### config.mk
export PLATFORM = sky130hd
export DESIGN_NAME = local_branch_predictor
export DESIGN_NICKNAME = d
export VERILOG_FILES = /design/src/rtl/local_branch_predictor.sv
export SDC_FILE = /design/constraint.sdc
export NUM_CORES = 1
export LEC_CHECK = 0
export ABC_AREA = 1
export CAP_MARGIN = 20
export CORE_MARGIN = 1
export CORE_UTILIZATION = 35
export DETAILED_ROUTE_END_ITERATION = 8
export GPL_ROUTABILITY_DRIVEN = 1
export SYNTH_ARGS = -nofsm -noshare
export SYNTH_HDL_FRONTEND = slang
export SYNTH_SLANG_ARGS = --single-unit
### constraint.sdc
create_clock -name clk -period 9.2 [get_ports clk]
set_input_delay 0.92 -clock clk [delete_from_list [all_inputs] [get_ports clk]]
set_output_delay 0.92 -clock clk [all_outputs]
set_load 0.02 [all_outputs]
### src/rtl/local_branch_predictor.sv
// Local-history branch direction predictor: per-PC history table (BHT) indexing a
// shared table of 2-bit saturating counters (PHT), plus resolved/mispredict counters.
module local_branch_predictor #(
  parameter int BHT_IDX_W = 6,
  parameter int HIST_LEN  = 6
) (
  input  logic        clk,
  input  logic        rst,
  input  logic [31:0] pcF,
  input  logic        stallD,
  input  logic        flushD,
  input  logic        update_en,
  input  logic [31:0] update_pc,
  input  logic        update_taken,
  input  logic        update_pred,
  output logic        pred_takeF,
  output logic        pred_takeD,
  output logic [31:0] branch_count,
  output logic [31:0] mispredict_count
);

  localparam int BHT_N = 1 << BHT_IDX_W;
  localparam int PHT_N = 1 << HIST_LEN;
  localparam logic [1:0] CTR_WEAK_NT = 2'b01;

  logic [HIST_LEN-1:0] bht_q [BHT_N];
  logic [HIST_LEN-1:0] bht_d [BHT_N];
  logic [1:0]          pht_q [PHT_N];
  logic [1:0]          pht_d [PHT_N];
  logic                pred_decode_q, pred_decode_d;
  logic [31:0]         branch_count_q, branch_count_d;
  logic [31:0]         mispredict_count_q, mispredict_count_d;

  logic [BHT_IDX_W-1:0] fetch_idx, upd_idx;
  logic [HIST_LEN-1:0]  fetch_hist, upd_hist;
  logic [1:0]           upd_ctr, upd_ctr_next;

  // PC bits outside the index field carry no information for this table.
  logic unused_pc_bits;
  assign unused_pc_bits = ^{pcF[31:BHT_IDX_W+2], pcF[1:0],
                            update_pc[31:BHT_IDX_W+2], update_pc[1:0]};

  // Lookup reads only the registered tables, so a same-cycle update is never bypassed.
  always_comb begin
    fetch_idx  = pcF[BHT_IDX_W+1:2];
    fetch_hist = bht_q[fetch_idx];
    pred_takeF = pht_q[fetch_hist][1];
  end

  always_comb begin
    upd_idx  = update_pc[BHT_IDX_W+1:2];
    upd_hist = bht_q[upd_idx];
    upd_ctr  = pht_q[upd_hist];
    // NOTE: every always_comb output gets a default first so no path leaves it unassigned (no latch).
    upd_ctr_next = upd_ctr;
    if (update_taken && (upd_ctr != 2'b11)) begin
      upd_ctr_next = upd_ctr + 2'd1;
    end else if (!update_taken && (upd_ctr != 2'b00)) begin
      upd_ctr_next = upd_ctr - 2'd1;
    end
  end

  always_comb begin
    bht_d              = bht_q;
    pht_d              = pht_q;
    branch_count_d     = branch_count_q;
    mispredict_count_d = mispredict_count_q;
    if (update_en) begin
      pht_d[upd_hist]    = upd_ctr_next;
      bht_d[upd_idx]     = {upd_hist[HIST_LEN-2:0], update_taken};
      branch_count_d     = branch_count_q + 32'd1;
      if (update_taken != update_pred) begin
        mispredict_count_d = mispredict_count_q + 32'd1;
      end
    end
  end

  always_comb begin
    pred_decode_d = pred_decode_q;
    if (flushD) begin
      pred_decode_d = 1'b0;
    end else if (!stallD) begin
      pred_decode_d = pred_takeF;
    end
  end

  always_ff @(posedge clk) begin
    if (rst) begin
      // NOTE: the tables are reset explicitly; predictions must be defined from the first fetch, so they cannot map to reset-less RAM.
      for (int i = 0; i < BHT_N; i++) bht_q[i] <= '0;
      for (int i = 0; i < PHT_N; i++) pht_q[i] <= CTR_WEAK_NT;
      pred_decode_q      <= 1'b0;
      branch_count_q     <= '0;
      mispredict_count_q <= '0;
    end else begin
      // NOTE: non-blocking assignments so every flop samples pre-edge values regardless of statement order.
      bht_q              <= bht_d;
      pht_q              <= pht_d;
      pred_decode_q      <= pred_decode_d;
      branch_count_q     <= branch_count_d;
      mispredict_count_q <= mispredict_count_d;
    end
  end

  assign pred_takeD       = pred_decode_q;
  assign branch_count     = branch_count_q;
  assign mispredict_count = mispredict_count_q;

endmodule

======== Word-level counts from Yosys, hierarchy flattened ========
Index checks and enable logic that the tools add are counted.
storage, ports and cells
  register bits after elaboration ......... 577
  output and inout port bits .............. 66
  logic and storage cells ................. 175
operators by class
  $lt $le $gt $ge ......................... 6
  equal/unequal tests ..................... 2
  bitwise operators ....................... 4
  add/sub/neg operators ................... 4
  muxes and demuxes ....................... 20
  reduce and logical (&&, ||, !) cells .... 8
operators with widths
  kind                   number
  $bwmux 384             1
  $bwmux 128             1
  $bmux 6 s6             2
  $add 32x1->32 const B  2
  $demux 6 s6            1
  $mux 6                 5
  $ge 7x7->1 const B     4
  $not 6->7              4
  $bmux 2 s6             2
  $lt 7x1->1 const B     2
  $mux 2                 7
  $demux 2 s6            1
  $logic_and 1x1->1      4
  $add 2x1->2 const B    1
  $ne 2x2->1 const B     1
  $reduce_and 2->1       1
  $reduce_bool 2->1      1
  $reduce_or 2->1        1
  $sub 2x1->2 const B    1
  $logic_not 1->1        1
  $ne 1x1->1             1

======== Longest topological paths before layout ========
Gate-level depths: netlist (run 1).
  word-level depth ........................ 13
  gate-level depth with buffers ........... 33

======== Worst setup path before layout (run 1) ========
OpenSTA, ideal clock, no wires.
  kind .................................... in2out
  from .................................... in pcF[2]
  to ...................................... out pred_takeF
  arrival time ............................ 3.189 ns
  path buffers ............................ 5
  data required time ...................... 8.280 ns
  stages on the path ...................... 13
  slack ................................... 5.091 ns
  cell sequence ........................... buf_2 > inv_2 > clkbuf_1 > buf_2 > clkbuf_1 > buf_1 > nand2_1 > a221oi_1 > o22ai_1 > o211ai_1 > nand2_1 > nand3b_1 > nand2_1
between the ends
  longest elaborated chain between the ends .. 8
ends and longest elaborated chain
  element                                    line  source
  start: declaration                         9     input logic [31:0] pcF,
  $not 6->7 (implied by the code)            46    fetch_hist = bht_q[fetch_idx];
  $bmux 6 s6                                 46
  $mux 6 (implied by the code) (2 in a row)  46
  $not 6->7 (implied by the code)            47    pred_takeF = pht_q[fetch_hist][1];
  $bmux 2 s6                                 47
  $mux 2 (implied by the code) (2 in a row)  47
  end: declaration                           16    output logic pred_takeF,
No other way between the ends. The select of a mux whose other input is x is not followed.

======== Worst setup path after layout (run 1) ========
Same ends and word-level chain as after synthesis.

==> flow_summary.toml, run 1 <==
[clocking]
cts_tree = "built"
cts-resized-gates = 0
root_buffer = "clkbuf_16"
cts_inserted_buffers = 61
clock_latency_ns = 0.66
clkSinkCount = 577
post_cts_buffers = 0
clockBufferDepth = 3
clk_pin_slew_ns = 0.06
htree_levels = 2
cts_hold_buf = 0

[synthesis]
async_flop_share_pct = 0
synth_compound_area_share_pct = 24.5
synth_commonest_cells = "nand2_1, a21oi_1, dfxtp_1, o21ai_0, inv_1"
yosysMostFrequentCell = "nand2_1"
ys.flop_type = "dfxtp_1"
synth_top_area_share_pct = 37.9
synth_top_family_by_area = "simple AND/OR/NAND/NOR gates"
synth-simple-area-share_pct = 26.8
netlist_top_cells_area = "dfxtp_1, nand2_1, a21oi_1, o21ai_0, nand3_1"
synth_seq_cells = 577
syn_nets = 4835
synth_mux_area_share_pct = 0
synth-seq-area-share_pct = 37.9
synth_edf_count = 0
synth_top_cell_by_area = "dfxtp_1"
synthCells = 4760
yosys_warnings = 0
yosysUniqueCellTypes = 42
avgSynthCellArea_um2 = 6.40
syn-cell-area_um2 = 30500
synth_adder_area_share_pct = 0.164
synth_xor_area_share_pct = 0.0862

[floorplanning]
fp.dieH_um = 297
die_x_um = 297
dieArea_um2 = 88300
rows = 107
start_util_pct = 35.6
fp.coreArea_um2 = 85700
pin_count = 137

[critical_path]
crit_required_ns = 8.28
critPathMaxFanout = 119
path_class = "in -> out"
start_kind = "input pin"
arrival_ns = 6.08
r2r_slack_ns = 4.21
crit_path_end_kind = "primary output"

[routing]
vias = 31200
dr.pass1.iters = 6
viasPerCell = 5.38
routed_wl_um = 106000
antenna_left = 0
wire_per_inst_um = 18.3
drc_errors = 0
drtIter0Drc = 3445

[timing]
max_freq_mhz = 143
tns_ns = 0
fin_ws_ns = 2.20
finalCriticalPeriod_ns = 7.00
finalHoldViolCount = 0
tightest_slew_ns = 1.09
period_share_pct = 76.1
slew_headroom_pct = 27.0
fin_skew_ns = 0.0349
setup_viol = 0
drv_slew = 0
rsz0062_at_grt = "no"

[global_route]
grt_max_degree = 120
antenna_found_initial = 1
grt_remaining_overflow = 0
grt_pass1_vias = 28100
track_usage_pct = 23.2
grt_pass1_wl_um = 165000

[run_status]
status = "finished clean"

[pwr]
p_per_area_nw_per_um2 = 174
peakVddDrop_mv = 0.158
p_leak_uw = 0.0137

[finish]
fin_area_um2 = 33700
n_antenna_cell = 0
nets = 4684
layout-drive-gt1-share_pct = 4.32
n_fill_cell = 9058
synthToLayoutAreaGrowth_pct = 10.6

[run]
cap_violations = 0

[min_path]
holdCritPathClass = "reg -> reg"

[placement]
dpl.hpwl_um = 65200
io_buffers = 84
pre_cts_slack_ns = 2.31
gp_congestion = 0.936
dpl_cell_area_um2 = 31600
==> worst max-delay path, stage by stage <==
cell,delay [ns]
buf_6,0.25
inv_6,0.78
buf_12,0.41
nand2_1,0.09
nand3_1,0.08
nand3_1,0.11
nand2_1,0.10
nand2_1,0.05
nand3_1,0.16
nand3_1,0.23
nand2_2,0.84
inv_1,0.42
nand2_1,0.15
nand3_1,0.07
nand3_1,0.10
nand3_1,0.15
nand3_1,0.13
nand3b_1,0.16
nand2_1,0.11
clkdlybuf4s50_1,0.61
==> sequential cells by signal, indices dropped and copies added (netlist names) <==
signal,count
pred_takeD,1
bht_q,384
mispredict_count,32
pht_q,128
branch_count,32
==> routing by layer <==
layer | GRT usage [%] | wire, um | vias to the layer above
met2 | 35.4 | 45400 | 1298
met3 | 4.09 | 9350 | 222
li1 | - | - | 15400
met1 | 32.7 | 47700 | 14300
met5 | 0 | 0 | -
met4 | 7.79 | 3390 | 0
==> cell usage in the layout, fill, tap and decap left out, types with 51 or more instances in the layout <==
master           count
nand2_1           1145
a21oi_1            595
dfxtp_1            577
o21ai_0            550
inv_1              428
nor2_1             422
nand3_1            329
o211ai_1           110
clkdlybuf4s50_1     78
clkbuf_16           62
o22ai_1             54
buf_4               51
==> layout make-up <==
cell class / count / area, um^2 / area share [%]
Multi-Input combinational cell: 3394 / 15800 / 46.7
Clock inverter: 22 / 264 / 0.783
Timing Repair Buffer: 136 / 1260 / 3.73
Sequential cell: 577 / 11600 / 34.3
Inverter: 439 / 1660 / 4.93
Clock buffer: 88 / 1790 / 5.31
Tap cell: 1144 / 1430 / 4.25
==> where the power goes <==
part           switching (uW)  internal, uW  leakage (uW)
Clock                    1090          1480       0.00100
Sequential               16.1          2520       0.00465
Combinational             582           171       0.00805
==> final timing paths <==
kind / start / to / cells after the start
worst max-delay path: pcF[2] / pred_takeF / 20
worst min register to register: pht_q[42] / pht_q[42] / 2
worst max register to register: bht_q[126] / pht_q[127] / 25
worst min-delay path: pht_q[42] / pht_q[42] / 2
==> stage by stage <==
stage	instances	power [uW]	utilization, %	hold WS [ns]
floorplan	4760	3080	-	0.435
finish	5800	5870	39.3	0.465
global placement	5689	3320	36.9	0.446
CTS	5799	5870	39.3	0.465
detailed placement	5689	3320	36.9	0.449
global route	5800	6060	39.3	0.488
==> cell families (layout without fill, tap and decap cells) <==
family	after synthesis	in the layout
DFF	577	577
adders and majority gates	4	4
xor gates and xnor gates	3	3
buffers and inverters	789	685
and+or+nand+nor	2002	2002
AOI/OAI and AO/OA	1385	1385
Power figures use the tool's default switching activity.
==> run 2: changes to the inputs <==
Clock period 9.2 ns to 7.3 ns, I/O delays scaled along.
==> run 2 against run 1 <==
Net effect:
- utilization is 0.75 points higher
- clock-buffer cell count increased by 2
- critical endpoint unchanged
- global-route usage is 0.36 points higher
- routed wire length rose by 1.6%
==> flow_summary.toml, run 2 (same netlist as run 1, synthesis figures left out) <==
[routing]
wire_per_inst_um = 18.4
antenna_left = 0
vias = 31500
drc_errors = 0
viasPerCell = 5.39
dr.pass1.iters = 8
drtIter0Drc = 3194
routed_wl_um = 108000

[finish]
largest_reg_flops = 384
n_antenna_cell = 0
layout-drive-gt1-share_pct = 5.18
fin_area_um2 = 34400
n_fill_cell = 9085
regMostFlops = "bht_q"
final_cell_mix = "nand2_1, a21oi_1, dfxtp_1"
layout_commonest_cell = "nand2_1"
reg_top3 = "bht_q (384), pht_q (128)"
nets = 4713
synthToLayoutAreaGrowth_pct = 12.7

[placement]
gp_congestion = 0.932
dpl.hpwl_um = 66400
io_buffers = 84
pre_cts_slack_ns = 1.25
dpl_cell_area_um2 = 31900

[floorplanning]
rows = 107
dieArea_um2 = 88300
start_util_pct = 35.6
die_x_um = 297
fp.dieH_um = 297
pin_count = 137
fp.coreArea_um2 = 85700

[critical_path]
critPathMaxFanout = 82
cp-startpoint = "pcF[2]"
path_class = "in -> out"
timing.rr.start = "bht_q[126]"
start_kind = "input pin"
crit_required_ns = 6.57
arrival_ns = 5.10
crit_path_end_kind = "primary output"

[global_route]
track_usage_pct = 23.5
grt_remaining_overflow = 0
antenna_found_initial = 0
grt_pass1_vias = 28100
grt_pass1_wl_um = 167000
grt_max_degree = 246

[min_path]
holdCritPathClass = "reg -> reg"
min-delay-start = "pht_q[110]"

[pwr]
p_leak_uw = 0.0141
total_power_uw = 7970
peakVddDrop_mv = 0.150
p_per_area_nw_per_um2 = 232

[clocking]
clock_latency_ns = 0.63
htree_levels = 3
post_cts_buffers = 0
cts_inserted_buffers = 68
cts-resized-gates = 0
cts_hold_buf = 0
clkSinkCount = 577
cts_tree = "built"
clockBufferDepth = 3
clk_pin_slew_ns = 0.05
root_buffer = "clkbuf_16"

[timing]
drv_slew = 0
rsz0062_at_grt = "no"
tightest_slew_ns = 1.37
finalHoldViolCount = 0
max_freq_mhz = 171
fin_skew_ns = 0.0413
holdWs_ns = 0.467
period_share_pct = 79.9
slew_headroom_pct = 8.51
finalCriticalPeriod_ns = 5.83
setup_viol = 0
fin_ws_ns = 1.47
tns_ns = 0

[run]
cap_violations = 0

[run_status]
status = "finished clean"
-- run 2: cell count changes in the layout (fill, tap and decap cells not counted) --
cell	before	now
buf_12	3	6
clkinv_4	1	2
inv_6	2	3
buf_6	2	1
clkinv_8	1	3
clkbuf_8	14	11
bufinv_16	5	12
buf_4	51	71
clkinv_2	10	14
clkinvlp_4	4	3
clkbuf_16	62	71
clkbuf_1	12	8
-- run 2: worst max-delay path: stages --
cell             delay [ns]
buf_6                  0.26
inv_6                  0.50
buf_4                  0.37
nand2_1                0.08
nand3_1                0.07
nand3_1                0.09
nand2_1                0.09
nand2_1                0.05
nand3_1                0.10
nand3_1                0.18
nand2_2                0.66
inv_1                  0.37
nand2_1                0.13
nand3_1                0.07
nand3_1                0.13
nand3_1                0.16
nand3_1                0.13
nand3b_1               0.14
nand2_1                0.10
clkdlybuf4s50_1        0.60
-- run 2: worst paths after layout --
check          endpoint  slack, ns  cells past startpoint
min          pht_q[110]       0.47                      2
max reg2reg   pht_q[11]       2.75                     25
max          pred_takeF       1.47                     20
min reg2reg  pht_q[110]       0.47                      2
-- run 2: layout make-up --
type | instances | area (um^2) | area share, %
multi-input combinational | 3394 | 15800 | 45.9
sequential | 577 | 11600 | 33.6
clock buffer | 90 | 1960 | 5.70
inverter | 439 | 1660 | 4.84
timing repair buffer | 158 | 1460 | 4.24
tap | 1144 | 1430 | 4.17
clock inverter | 36 | 537 | 1.56
-- run 2: metrics by stage --
step,util (%),cells
floorplan,-,4760
global placement,37.2,5711
detailed placement,37.2,5711
CTS,40.1,5837
global route,40.1,5838
finish,40.1,5838
-- run 2: report_power, final --
part           switching, uW  total [uW]  internal [uW]
Combinational            735         962            227
Clock                   1480        3810           2330
Sequential              20.6        3200           3180
-- run 2: metal layers --
metal	global-route usage, %	vias up	wire, um
li1	-	15500	-
met1	33.8	14400	48900
met2	35.4	1395	45700
met3	4.04	220	9680
met4	7.93	0	3300
met5	0	-	0
